`config.mk`:
```
export PLATFORM = sky130hd
export DESIGN_NAME = alu_exec_ctrl
export DESIGN_NICKNAME = d
export VERILOG_FILES = /design/src/rtl/alu_pkg.sv /design/src/rtl/muldiv_iter.sv /design/src/rtl/alu_exec_ctrl.sv
export SDC_FILE = /design/constraint.sdc
export NUM_CORES = 1
export LEC_CHECK = 0
export ABC_AREA = 1
export CAP_MARGIN = 25
export CORE_MARGIN = 1.5
export CORE_UTILIZATION = 50
export CTS_BUF_LIST = sky130_fd_sc_hd__clkbuf_8
export CTS_CLUSTER_SIZE = 40
export DETAILED_ROUTE_END_ITERATION = 8
export PLACE_DENSITY = 0.71
export SLEW_MARGIN = 10
export SYNTH_ARGS = -nofsm -noshare
export SYNTH_HDL_FRONTEND = slang
export SYNTH_SLANG_ARGS = --single-unit
export TNS_END_PERCENT = 1
```
`constraint.sdc`:
```
create_clock -name clk -period 7 [get_ports clk]
set_input_delay 1.4 -clock clk [delete_from_list [all_inputs] [get_ports clk]]
set_output_delay 1.4 -clock clk [all_outputs]
set_load 0.005 [all_outputs]
```
`src/rtl/alu_pkg.sv`:
```
// Shared ALU control codes, funct encodings, FSM states and the main decoder
// for the ALU execute controller.
package alu_pkg;

  typedef enum logic [3:0] {
    ALU_AND  = 4'b0000,
    ALU_OR   = 4'b0001,
    ALU_ADD  = 4'b0010,
    ALU_SUB  = 4'b0110,
    ALU_SLT  = 4'b0111,
    ALU_MULT = 4'b1000,
    ALU_DIVU = 4'b1001,
    ALU_ILL  = 4'b1111
  } alu_ctrl_e;

  typedef enum logic [1:0] {
    ST_IDLE = 2'd0,
    ST_CALC = 2'd1,
    ST_DONE = 2'd2
  } state_e;

  localparam logic [1:0] AOP_ADD   = 2'b00;
  localparam logic [1:0] AOP_SUB   = 2'b01;
  localparam logic [1:0] AOP_FUNCT = 2'b10;

  localparam logic [5:0] F_ADD   = 6'b100000;
  localparam logic [5:0] F_SUB   = 6'b100010;
  localparam logic [5:0] F_AND   = 6'b100100;
  localparam logic [5:0] F_OR    = 6'b100101;
  localparam logic [5:0] F_SLT   = 6'b101010;
  localparam logic [5:0] F_ANDI  = 6'b001100;
  localparam logic [5:0] F_ORI   = 6'b001101;
  localparam logic [5:0] F_MULTU = 6'b011000;
  localparam logic [5:0] F_DIVU  = 6'b011011;

  // Multiply/divide only decode when the iterative unit is built.
  function automatic alu_ctrl_e alu_decode(input logic [1:0] alu_op,
                                           input logic [5:0] funct,
                                           input logic       muldiv_en);
    alu_ctrl_e c;
    c = ALU_ILL;
    case (alu_op)
      AOP_ADD: c = ALU_ADD;
      AOP_SUB: c = ALU_SUB;
      AOP_FUNCT: begin
        case (funct)
          F_ADD:          c = ALU_ADD;
          F_SUB:          c = ALU_SUB;
          F_AND, F_ANDI:  c = ALU_AND;
          F_OR, F_ORI:    c = ALU_OR;
          F_SLT:          c = ALU_SLT;
          F_MULTU:        c = muldiv_en ? ALU_MULT : ALU_ILL;
          F_DIVU:         c = muldiv_en ? ALU_DIVU : ALU_ILL;
          default:        c = ALU_ILL;
        endcase
      end
      default: c = ALU_ILL;
    endcase
    return c;
  endfunction

endpackage

```
`src/rtl/muldiv_iter.sv`:
```
// Iterative unsigned multiply (shift-add) / divide (restoring), one bit per
// cycle; the first step runs on the start edge so results are ready after WIDTH edges.
module muldiv_iter
  import alu_pkg::*;
#(
  parameter int WIDTH = 32
) (
  input  logic             clk,
  input  logic             rst_n,
  input  logic             start,
  input  logic             is_div,
  input  logic [WIDTH-1:0] a,
  input  logic [WIDTH-1:0] b,
  output logic             done,
  output logic [WIDTH-1:0] hi,
  output logic [WIDTH-1:0] lo
);

  localparam int CNT_W = $clog2(WIDTH + 1);

  logic             busy_q;
  logic             div_q;
  logic [CNT_W-1:0] cnt_q;
  logic [WIDTH-1:0] hi_q;
  logic [WIDTH-1:0] lo_q;
  logic [WIDTH-1:0] m_q;

  // Multiply: {hi,lo} holds {partial, multiplier}. Divide: {hi,lo} holds
  // {remainder, dividend/quotient}. A zero divisor naturally yields all-ones/a.
  function automatic logic [2*WIDTH-1:0] md_step(input logic             div,
                                                 input logic [WIDTH-1:0] h,
                                                 input logic [WIDTH-1:0] l,
                                                 input logic [WIDTH-1:0] m);
    logic [WIDTH:0] sum;
    logic [WIDTH:0] sh;
    logic [WIDTH:0] trial;
    logic [2*WIDTH-1:0] r;
    sum   = {1'b0, h} + (l[0] ? {1'b0, m} : '0);
    sh    = {h, l[WIDTH-1]};
    trial = sh - {1'b0, m};
    if (!div)
      r = {sum[WIDTH:1], sum[0], l[WIDTH-1:1]};
    else if (sh >= {1'b0, m})
      r = {trial[WIDTH-1:0], l[WIDTH-2:0], 1'b1};
    else
      r = {sh[WIDTH-1:0], l[WIDTH-2:0], 1'b0};
    return r;
  endfunction

  always_ff @(posedge clk) begin
    if (!rst_n) begin
      busy_q <= 1'b0;
      cnt_q  <= '0;
    end else if (start) begin
      busy_q       <= 1'b1;
      div_q        <= is_div;
      m_q          <= b;
      cnt_q        <= CNT_W'(1);
      {hi_q, lo_q} <= md_step(is_div, '0, a, b);
    end else if (busy_q) begin
      if (cnt_q == CNT_W'(WIDTH)) begin
        busy_q <= 1'b0;
        cnt_q  <= '0;
      end else begin
        cnt_q        <= cnt_q + CNT_W'(1);
        {hi_q, lo_q} <= md_step(div_q, hi_q, lo_q, m_q);
      end
    end
  end

  assign done = busy_q && (cnt_q == CNT_W'(WIDTH));
  assign hi   = hi_q;
  assign lo   = lo_q;

endmodule

```
`src/rtl/alu_exec_ctrl.sv`:
```
// ALU execute controller: decodes alu_op/funct, runs single-cycle ops directly
// and mult/divu through the iterative unit, with a valid/ready handshake.
module alu_exec_ctrl
  import alu_pkg::*;
#(
  parameter int WIDTH     = 32,
  parameter bit MULDIV_EN = 1'b1
) (
  input  logic             clk,
  input  logic             rst_n,
  input  logic             in_valid,
  output logic             in_ready,
  input  logic [1:0]       alu_op,
  input  logic [5:0]       funct,
  input  logic [WIDTH-1:0] a,
  input  logic [WIDTH-1:0] b,
  output logic             out_valid,
  input  logic             out_ready,
  output logic [WIDTH-1:0] result,
  output logic [WIDTH-1:0] result_hi,
  output logic [3:0]       op,
  output logic             zero,
  output logic             illegal
);

  state_e           state_q;
  alu_ctrl_e        op_q;
  alu_ctrl_e        dec_op;
  logic             dec_md;
  logic [WIDTH-1:0] alu_res;
  logic             md_start;
  logic             md_done;
  logic [WIDTH-1:0] md_hi;
  logic [WIDTH-1:0] md_lo;

  function automatic logic [WIDTH-1:0] alu_calc(input alu_ctrl_e        c,
                                                input logic [WIDTH-1:0] x,
                                                input logic [WIDTH-1:0] y);
    logic [WIDTH-1:0] r;
    case (c)
      ALU_ADD: r = x + y;
      ALU_SUB: r = x - y;
      ALU_AND: r = x & y;
      ALU_OR:  r = x | y;
      ALU_SLT: r = {{(WIDTH-1){1'b0}}, ($signed(x) < $signed(y))};
      default: r = '0;
    endcase
    return r;
  endfunction

  assign dec_op   = alu_decode(alu_op, funct, MULDIV_EN);
  assign dec_md   = (dec_op == ALU_MULT) || (dec_op == ALU_DIVU);
  assign alu_res  = alu_calc(dec_op, a, b);
  assign md_start = (state_q == ST_IDLE) && in_valid && dec_md;

  generate
    if (MULDIV_EN) begin : g_muldiv
      muldiv_iter #(
        .WIDTH (WIDTH)
      ) u_muldiv (
        .clk    (clk),
        .rst_n  (rst_n),
        .start  (md_start),
        .is_div (dec_op == ALU_DIVU),
        .a      (a),
        .b      (b),
        .done   (md_done),
        .hi     (md_hi),
        .lo     (md_lo)
      );
    end else begin : g_no_muldiv
      assign md_done = 1'b0;
      assign md_hi   = '0;
      assign md_lo   = '0;
    end
  endgenerate

  always_ff @(posedge clk) begin
    if (!rst_n) begin
      state_q   <= ST_IDLE;
      in_ready  <= 1'b1;
      out_valid <= 1'b0;
      result    <= '0;
      result_hi <= '0;
      op_q      <= ALU_AND;
      zero      <= 1'b1;
      illegal   <= 1'b0;
    end else begin
      case (state_q)
        ST_IDLE: begin
          if (in_valid) begin
            op_q     <= dec_op;
            illegal  <= (dec_op == ALU_ILL);
            in_ready <= 1'b0;
            if (dec_md) begin
              state_q <= ST_CALC;
            end else begin
              state_q   <= ST_DONE;
              out_valid <= 1'b1;
              result    <= alu_res;
              result_hi <= '0;
              zero      <= (alu_res == '0);
            end
          end
        end
        ST_CALC: begin
          if (md_done) begin
            state_q   <= ST_DONE;
            out_valid <= 1'b1;
            result    <= md_lo;
            result_hi <= md_hi;
            zero      <= (md_lo == '0);
          end
        end
        ST_DONE: begin
          // Return to IDLE only; a new request waits for the following edge.
          if (out_ready) begin
            state_q   <= ST_IDLE;
            out_valid <= 1'b0;
            in_ready  <= 1'b1;
          end
        end
        default: begin
          state_q   <= ST_IDLE;
          in_ready  <= 1'b1;
          out_valid <= 1'b0;
        end
      endcase
    end
  end

  assign op = op_q;

endmodule
```
==> metrics <==
Skew-Pair Late Insertion Delay roughly 500 ps; r2r setup slk 2460 ps; global-route wire length before repair 116,000 um; fin crit period between 4000 and 5000 ps; max-slew violations 0; ys async rst share 0%; H-tree lvl count 4; Critical Path Max Stage Delay 680 ps; synth-to-layout area growth 11.5%; core area 36,500 um2; GRT Util Overall 39.7%; Fin. Hold Viols 0; DP HPWL 61,200 um; slack of the critical path 2030 ps; total CTS buffers 17; clock skew 16.8 ps; Synth Flop Type edfxtp_1; Critical Path End Type flip-flop; register area share after synthesis approximately a quarter; post-CTS setup buffer count 0; Layout fillers 3,685; Seq cells post-synth approximately 180; MaxCap Viol Count 0; starting density of the core 50.8%; Detailed Route Iter0 Violations ~3,000; WHS Endpoint result_hi[17]; gpl congestion 1.01; YS warnings 0; total grt overflow 0; P per Cell Area 141 nW/um2; CTS resizes 0; Leak 9.90 nW; Synthesized Nets around 3,200; Syn Inst Count 2,937; CTS Hold Buffers Added 0; total chip power 2.92 mW; worst ir drop on vdd 0.104 mV; buffer and inverter count on the worst path 4; n_diodes 0; ratio of cells with drive above 1 in the final layout 3.27%; Worst R2R End g_muldiv.u_muldiv.hi[31]; Worst setup SP type input pin; maximum clock frequency 201 MHz; CP arrival 5220 ps; I/O Buffers 147; Post-layout nets 3,257; Post-Syn Area around 19,000 um2; Worst Tran Pin Value 1110 ps; Cell Rows 70; CTS tree yes; Min-Delay Path Class reg2reg; dpl ws 1630 ps; root buffer cell clkbuf_8; post-layout util a little under three fifths; drt drc 0; Hold Crit Depth 2; RSZ-0062 raised after global routing false; I/O pin cnt 148; CP Class in2reg; number of global-route vias before repair 20,200; clk buf depth 2; Req. time, crit path 7240 ps; CTS sink cnt ~180; DRT Pass-1 Iters 8; die height approximately 200 um; clock-pin slew on the worst setup and hold paths 100 ps; Vias/cell 6.07; Post-synth EDFFs 97; CP max-delay cell nor2_2; status completed; Final Setup Violations 0; ANT nets after route 0; syn_area_per_cell 6.31 um2; setup TNS 0 ps; die area 38,200 um2; largest net degree at the start of global routing 66; worst hold start result_hi[17]; R2R depth 18; Yosys cell types 47; relative slew slack 26.1%; Total Wirelength 77,300 um; Vias 21,200; final worst-path cycle share 71.1%; critical-path cell list clkdlybuf4s50_1 -> inv_2 -> nand2_2 -> nor2_2 -> nand2_1 -> nand2_1 -> nor2_2 -> nand2_4 -> a21oi_1 -> nand2_1 -> nor2_1 -> inv_2 -> nor2_2 -> inv_1 -> a211oi_1 -> nor2_1; initial antenna violation count 0; Die Width 196 um; reg-to-reg startpoint g_muldiv.u_muldiv.hi[0]; Wirelength per Cell ~22 um; Worst Path Max Fanout 22; Crit path max-delay family simple AND/OR/NAND/NOR gates
[cells in the mapped netlist (57+ instances only)]
| library cell | instances | share of area [%] |
|---|---|---|
| nand3_1 | 189 | 5.1 |
| a21oi_1 | 277 | 7.5 |
| ha_1 | 164 | 11 |
| nor2_1 | 266 | 5.4 |
| inv_1 | 434 | 8.8 |
| clkbuf_1 | 57 | 1.2 |
| nand4_1 | 87 | 2.9 |
| edfxtp_1 | 97 | 16 |
| o21ai_0 | 225 | 6.1 |
| nand2_1 | 709 | 14 |
| dfxtp_1 | 81 | 8.7 |
[sequential cells by signal, summed over array words and instances, names as in the netlist, 2 cells and up]
name / count
op: 4
g_muldiv.u_muldiv.m_q: 32
result: 32
state_q: 2
g_muldiv.u_muldiv.hi: 32
g_muldiv.u_muldiv.lo: 32
g_muldiv.u_muldiv.cnt_q: 6
result_hi: 32
[cell families (layout without fill, tap and decap cells)]
logic type / after synthesis / after routing / synth area share (%)
adders and majority gates: 168 / 168 / 11.5
AOI/OAI and AO/OA: 640 / 640 / 18.7
buffers and inverters: 550 / 639 / 11.6
DFF: 178 / 178 / 24.5
and+or+nand+nor: 1344 / 1344 / 31.0
xor gates and xnor gates: 57 / 57 / 2.69
[area by class of cell]
cell class	instances	area (um2)	share of cell area, %
inverters	443	1660	8.04
clock inverters	15	171	0.829
well taps	468	586	2.83
multi-input cells	2209	11900	57.5
flip-flops and latches	178	4530	21.9
repair buffers	164	1600	7.74
clock buffers	17	234	1.13
[power by group]
group	switching, mW	total (mW)	internal, mW
logic	0.649	0.966	0.318
registers	0.0405	1.19	1.15
clock network	0.440	0.767	0.326
[worst max-delay path by stage]
stage | slack (ps) | cells past startpoint | to | startpoint
after detailed placement | 1630 | 16 | g_muldiv.u_muldiv.hi[26] | funct[5]
after floorplan | 1020 | 13 | g_muldiv.u_muldiv.hi[0] | funct[2]
after global placement | 1680 | 16 | g_muldiv.u_muldiv.hi[26] | funct[5]
after CTS | 2130 | 16 | g_muldiv.u_muldiv.hi[26] | funct[5]
final | 2030 | 16 | g_muldiv.u_muldiv.hi[13] | funct[5]
after global routing | 1830 | 16 | g_muldiv.u_muldiv.hi[13] | funct[5]
[metal layers]
| layer | vias up | wire length (um) | GRT usage [%] |
|---|---|---|---|
| met4 | 0 | 4470 | 20.4 |
| met3 | 234 | 7490 | 6.20 |
| met1 | 9763 | 30300 | 50.1 |
| met2 | 1359 | 35000 | 65.8 |
| li1 | 9866 | - | - |
| met5 | - | 0 | 0 |
[metrics by stage]
stage / hold WS, ps / cells / instance area [um2]
floorplan: 456 / 2937 / 18500
global placement: 447 / 3459 / 20200
detailed placement: 452 / 3460 / 20300
CTS: 465 / 3492 / 20700
global route: 480 / 3494 / 20700
finish: 462 / 3494 / 20700
[cell usage in the layout (no fill, tap or decap), types with 11 or more instances in the layout]
cell	n
a21o_1	12
nand3_1	189
nand4_1	87
o21bai_1	18
nor3_1	30
nand2_1	709
or2_2	11
o211ai_1	20
a31oi_1	44
inv_1	435
a21oi_1	276
xor2_1	44
o21ai_1	11
buf_4	15
o22ai_1	11
dfxtp_1	81
nor2_1	264
clkbuf_8	17
nor4_1	17
edfxtp_1	97
o21ai_0	225
xnor2_1	13
ha_1	164
clkdlybuf4s50_1	147
[worst reg2reg max path, stage by stage, from the launching register on]
cell,delay (ps)
edfxtp_1,540
ha_1,460
nand3_1,100
nand2_1,150
a21oi_2,120
o21ai_1,340
nand2_1,120
o211ai_2,140
nand2_1,120
o211ai_2,100
nand2_1,70
nand2_1,110
nand2_2,400
nand2_2,730
nand2_1,380
o21ai_0,170
o21ai_0,110
nand2_1,90
nand2_1,50
(Power assumes the default switching activity.)
==> edit 1: new RTL, same flow settings <==
`WIDTH` is set to 32 in 2 places; all go to 16.
--- a/src/rtl/muldiv_iter.sv
+++ b/src/rtl/muldiv_iter.sv
@@ -3,7 +3,7 @@
 module muldiv_iter
   import alu_pkg::*;
 #(
-  parameter int WIDTH = 32
+  parameter int WIDTH = 16
 ) (
   input  logic             clk,
   input  logic             rst_n,
--- a/src/rtl/alu_exec_ctrl.sv
+++ b/src/rtl/alu_exec_ctrl.sv
@@ -3,7 +3,7 @@
 module alu_exec_ctrl
   import alu_pkg::*;
 #(
-  parameter int WIDTH     = 32,
+  parameter int WIDTH     = 16,
   parameter bit MULDIV_EN = 1'b1
 ) (
   input  logic             clk,
Ports: changed (resized a, b, result and result_hi); port bits go from 148 to 84. The function was not compared with the original's and may differ.
==> edit 1 against the original RTL <==
- worst setup slack gained 570 ps
- final cell count shrank 54%
- first-iteration DRC count shrank 69%
- routed wire length shrank 63%
- power shrank 43%
- synthesized cell count shrank 55%
- cell area shrank 51%
- area after synthesis shrank 51%
- sequential cell count shrank 81
- combinational power shrank 38%
- critical path type unchanged
- critical endpoint is now g_muldiv.u_muldiv.hi[0]
- largest cell class unchanged
- largest power group unchanged
==> edit 1: results (changes against the original RTL) <==
The number of cell instances on the worst register-to-register path works out to 15 (was 18). Most frequent cells after synthesis: sky130_fd_sc_hd__nand2_1, sky130_fd_sc_hd__inv_1, sky130_fd_sc_hd__a21oi_1, sky130_fd_sc_hd__nor2_1, sky130_fd_sc_hd__nand3_1 (was sky130_fd_sc_hd__nand2_1, sky130_fd_sc_hd__inv_1, sky130_fd_sc_hd__a21oi_1, sky130_fd_sc_hd__nor2_1, sky130_fd_sc_hd__o21ai_0). The run finished with clean final reports. The quantity of I/O buffers inserted on ports was 83 (was 147); the share of final-layout standard cells stronger than drive strength 1 was 0.0442 (was 0.0327).

The cell at the slowest stage of the critical path was sky130_fd_sc_hd__nand2_2 (was sky130_fd_sc_hd__nor2_2). The worst vdd rail ir drop is 141 uV (was 104 uV), and the half-perimeter wire length after placement is 22600 um (was 61200 um). The leakage power was 0.00481 uW (was 0.00990 uW). The number of distinct library cell variants in the gate-level netlist after synthesis is 53 (was 47), and the pre-CTS worst setup slack is 1900 ps (was 1630 ps).

End of the worst register-to-register path: g_muldiv.u_muldiv.hi[4] (was g_muldiv.u_muldiv.hi[31]). The xor and xnor area share after synthesis was 0.0310 (was 0.0269). The tools report the final net count as 1506 (was 3257). Average footprint of a synthesized cell: 6.82 um2 (was 6.31 um2).

The vias per cell is 5.78 (was 6.07). The source of the worst register-to-register timing path was g_muldiv.u_muldiv.hi[1] (was g_muldiv.u_muldiv.hi[0]). Synth top area cells: sky130_fd_sc_hd__edfxtp_1, sky130_fd_sc_hd__nand2_1, sky130_fd_sc_hd__ha_1, sky130_fd_sc_hd__dfxtp_1, sky130_fd_sc_hd__inv_1 (was sky130_fd_sc_hd__edfxtp_1, sky130_fd_sc_hd__nand2_1, sky130_fd_sc_hd__ha_1, sky130_fd_sc_hd__inv_1, sky130_fd_sc_hd__dfxtp_1).

The number of synthesized flops with an enable pin works out to 49 (was 97). Maximum cell stage delay along the critical path: 590 ps (was 680 ps). The end point of the worst hold path was result_hi[0] (was result_hi[17]). The largest fanout on the critical path is 40 (was 22), and the register-to-register setup slack is 3470 ps (was 2460 ps). Share of the yosys chip area belonging to registers: 0.269 (was 0.245). The run gives 5 (was 8) as the length of the first detailed-routing pass in iterations. The worst-skew pair later-pin latency was 400 ps (was 490 ps); the pin count of the biggest net entering global routing was 46 (was 66). The number of DRC markers in iteration 0 is 948 (was 3020). The run gives 8488 (was 20.2k) as the via count of the first global-routing pass. The origin of the worst min-delay path is result_hi[0] (was result_hi[17]). For the maximum level of the CTS H-tree, the log shows 3 (was 4). The share of the synthesized area in compound gates (AO/OA/AOI/OAI) was 0.181 (was 0.187); the via count was 9277 (was 21.2k). The tools report the internal power consumption as 1050 uW (was 1790 uW). The worst path arrival time came out at 4510 ps (was 5220 ps). The post-route worst hold slack was 469 ps (was 462 ps). The type of the worst min-delay path was reg2reg (unchanged). The portion of netlist area occupied by mux cells was 0.00111 (was 0); the number of instances in the placed design was 1587 (was 3460).
## edit 1: cell types whose count changed in the layout (fill, tap and decap cells not counted), moves of 37 or more
cell / before / now
sky130_fd_sc_hd__nand2_1: 709 / 284
sky130_fd_sc_hd__inv_1: 435 / 185
sky130_fd_sc_hd__nor2_1: 264 / 98
sky130_fd_sc_hd__o21ai_0: 225 / 79
sky130_fd_sc_hd__a21oi_1: 276 / 132
sky130_fd_sc_hd__nand3_1: 189 / 88
sky130_fd_sc_hd__ha_1: 164 / 84
sky130_fd_sc_hd__clkdlybuf4s50_1: 147 / 83
sky130_fd_sc_hd__edfxtp_1: 97 / 49
sky130_fd_sc_hd__nand4_1: 87 / 50
## edit 1: worst max-delay path by stage
stage / startpoint / to / slack [ps]
final: funct[1] / g_muldiv.u_muldiv.hi[0] / 2600
after global routing: funct[3] / zero / 2330
after CTS: funct[1] / g_muldiv.u_muldiv.lo[2] / 2320
after detailed placement: funct[1] / g_muldiv.u_muldiv.hi[5] / 1900
after global placement: funct[3] / g_muldiv.u_muldiv.hi[1] / 1950
after floorplan: funct[2] / g_muldiv.u_muldiv.hi[0] / 2320
## edit 1: layout make-up
type | count | area, um2
clock inverter | 7 | 86.3
timing repair buffer | 92 | 918
sequential | 97 | 2430
fill | 1716 | 7310
tap | 225 | 282
clock buffer | 9 | 124
inverter | 197 | 739
multi-input combinational | 977 | 5590
## edit 1: cells by family (layout without fill, tap and decap cells)
group                    after synthesis  after routing
AO/OA/AOI/OAI                        287            287
XOR/XNOR                              32             32
adder cells (fa/ha/maj)               88             88
buffers and inverters                250            305
flip-flops                            97             97
multiplexers                           1              1
AND/OR/NAND/NOR                      569            569
## edit 1: layer usage
metal	part of all wire	global-route usage	up-vias
met5	0	0	-
met4	0.054	0.158	0
met3	0.066	0.0489	91
met2	0.46	0.507	383
met1	0.42	0.406	4236
li1	-	-	4567
## edit 1: power by group through the flow
stage | Sequential (uW) | Combinational [uW] | Clock [uW]
finish | 683 | 599 | 397
global route | 689 | 662 | 424
CTS | 683 | 589 | 401
detailed placement | 696 | 586 | 0
global placement | 696 | 584 | 0
floorplan | 694 | 361 | 0
## edit 1: metrics by stage
stage | power, uW | instance area [um2] | util
2_1_floorplan | 1060 | 9040 | -
3_3_place_gp | 1280 | 9930 | 0.568
3_5_place_dp | 1280 | 9930 | 0.568
4_1_cts | 1670 | 10100 | 0.580
5_1_grt | 1780 | 10200 | 0.582
6_report | 1680 | 10200 | 0.582
==> edit 2: new RTL, same settings <==
Without the edit above. Encoding of `state_e`: now one-hot (3 bits for 3 states).
--- a/src/rtl/alu_pkg.sv
+++ b/src/rtl/alu_pkg.sv
@@ -13,10 +13,10 @@
     ALU_ILL  = 4'b1111
   } alu_ctrl_e;
 
-  typedef enum logic [1:0] {
-    ST_IDLE = 2'd0,
-    ST_CALC = 2'd1,
-    ST_DONE = 2'd2
+  typedef enum logic [2:0] {
+    ST_IDLE = 3'b001,
+    ST_CALC = 3'b010,
+    ST_DONE = 3'b100
   } state_e;
 
   localparam logic [1:0] AOP_ADD   = 2'b00;
Behaviour: no difference found for any inputs over 4 cycles, from zero or initial values and one cycle with rst_n low; so few cycles prove little.
==> edit 2 against the original RTL <==
- combinational power rose by 3.2%
- utilization fell by 0.10 points
- routed wire length rose by 1.5%
- worst setup slack improved by 130 ps
- area after synthesis rose by 2.5%
- sequential cell count rose by 1
- power rose by 2.7%
- cell area rose by 2.7%
- critical path type unchanged
- highest routed layer unchanged
==> edit 2: results (changes against the original RTL) <==
The run gives 17 (unchanged) as the number of CTS-inserted buffers. Clock tree skew after final layout: 13.9 ps (was 16.8 ps). Initial antenna violation count: 0 (unchanged). The type of the worst min-delay path was reg2reg (unchanged).

The measured slew at the worst slew-check pin was 1100 ps (was 1110 ps). The via count of the first global-routing pass came out at 20.6k (was 20.2k). The vias per cell is 5.96 (was 6.07). The number of distinct library cell variants in the gate-level netlist after synthesis is 58 (was 47). The worst vdd rail ir drop was 113 uV (was 104 uV); the maximum cell stage delay along the critical path was 630 ps (was 680 ps). Origin of the worst min-delay path: result_hi[9] (was result_hi[17]). For the count of nets left with antenna violations after detail routing, the log shows 0 (unchanged).

Cell at the slowest stage of the critical path: sky130_fd_sc_hd__clkdlybuf4s50_1 (was sky130_fd_sc_hd__nor2_2). The number of synthesized flops with an enable pin works out to 97 (unchanged). For the worst-skew pair, the clock arrives at the later sink with an insertion delay of 480 ps. The worst path arrival time is 5270 ps (was 5220 ps), and the detailed-route wire length is 78400 um (was 77300 um). Most frequent cells after synthesis: sky130_fd_sc_hd__nand2_1, sky130_fd_sc_hd__inv_1, sky130_fd_sc_hd__a21oi_1, sky130_fd_sc_hd__nor2_1, sky130_fd_sc_hd__o21ai_0 (unchanged). The length of the first detailed-routing pass in iterations came out at 6 (was 8). The flow ran to the end, and the final reports show no timing, DRC or antenna violations. Synth top area cells: sky130_fd_sc_hd__edfxtp_1, sky130_fd_sc_hd__nand2_1, sky130_fd_sc_hd__ha_1, sky130_fd_sc_hd__a21oi_1, sky130_fd_sc_hd__inv_1 (was sky130_fd_sc_hd__edfxtp_1, sky130_fd_sc_hd__nand2_1, sky130_fd_sc_hd__ha_1, sky130_fd_sc_hd__inv_1, sky130_fd_sc_hd__dfxtp_1).

The global placement routability congestion is 1.09 (was 1.01), and the setup TNS is 0 ps (unchanged). The quantity of I/O buffers inserted on ports was 147 (unchanged); the maximum level of the CTS H-tree was 4 (unchanged). The tools report the launch point of the worst path as a[0] (was funct[5]). The post-cts gate resize count came out at 0 (unchanged).

The logs give 0 (unchanged) for the antenna diode instance count and 3338 (was 3257) for the final net count. The run gives 0.00996 uW (was 0.00990 uW) as the leakage power. The largest fanout on the critical path was 4 (was 22); the deepest clock path buffer count was 2 (unchanged). The share of final-layout standard cells stronger than drive strength 1 was 0.0354 (was 0.0327). Number of warnings reported in the yosys synthesis log: 0 (unchanged). The logs give 2498 (was 3020) for the number of DRC markers in iteration 0 and 62500 um (was 61200 um) for the half-perimeter wire length after placement.

The tools report the source of the worst register-to-register timing path as g_muldiv.u_muldiv.lo[31] (was g_muldiv.u_muldiv.hi[0]). The run gives 0.398 (was 0.397) as the total routing usage reported by global routing. The internal power consumption is 1850 uW (was 1790 uW), and the pin count of the biggest net entering global routing is 74 (was 66). The count of buffers added by post-CTS timing repair for setup was 0 (unchanged); the clock transition at the registers of the reported paths was 110 ps. The first-pass GRT wire length came out at 119000 um (was 116000 um). The share of the yosys chip area belonging to registers is 0.240 (was 0.245).
## edit 2: changes by cell type in the layout (fill, tap and decap cells not counted), sizes merged, moves of 12 or more
cell / delta
a21oi: +74
nand3: -51
nand2: +28
inv: +24
a31oi: -23
nand4: -14
a211oi: +12
## edit 2: area by class of cell
class                           count  area [um2]
Clock buffer                       17         234
Timing Repair Buffer              169        1660
Fill cell                        3769       16300
Inverter                          468        1760
Tap cell                          511         639
Clock inverter                     15         193
Multi-Input combinational cell   2259       12200
Sequential cell                   179        4550
## edit 2: worst min-delay path: cells and delay by family, from the launching register on
| kind | cells | cell delay [ps] |
|---|---|---|
| DFF | 1 | 320 |
| and+or+nand+nor | 1 | 60 |
| AOI/OAI and AO/OA | 1 | 50 |
## edit 2: power by group through the flow
stage / combinational, uW / sequential [uW] / clock [uW]
CTS: 969 / 1200 / 793
detailed placement: 964 / 1220 / 0
global route: 1080 / 1200 / 836
floorplan: 566 / 1200 / 0
global placement: 955 / 1220 / 0
finish: 997 / 1200 / 798
## edit 2: layer usage
metal	global-route usage	vias up	routed length (um)
met5	0	-	0
met4	0.246	0	5610
met3	0.0431	271	6470
met2	0.660	1225	35800
met1	0.497	9961	30500
li1	-	10100	-
## edit 2: per-stage QoR
step / utilization / total power, uW / std cells / worst slack (ps) / instance area [um2]
floorplan: - / 1770 / 3014 / 647 / 19000
global placement: 0.552 / 2180 / 3583 / 1350 / 20800
detailed placement: 0.554 / 2190 / 3585 / 1720 / 20800
CTS: 0.565 / 2960 / 3617 / 2190 / 21200
global route: 0.565 / 3110 / 3618 / 1890 / 21200
finish: 0.565 / 3000 / 3618 / 2160 / 21200
## edit 2: cells by family after synthesis
group	after synthesis	synth area share
fa+ha+maj	168	0.112
flops	179	0.240
simple gates	1319	0.294
compound gates	705	0.202
xor+xnor	67	0.0309
buf+inv	576	0.121
## edit 2: final timing paths
check | endpoint | slack, ps | depth (start not counted)
worst max-delay path | zero | 2160 | 22
worst min-delay path | result_hi[9] | 470 | 2
worst max register to register | g_muldiv.u_muldiv.hi[8] | 2910 | 16
worst min register to register | result_hi[9] | 470 | 2
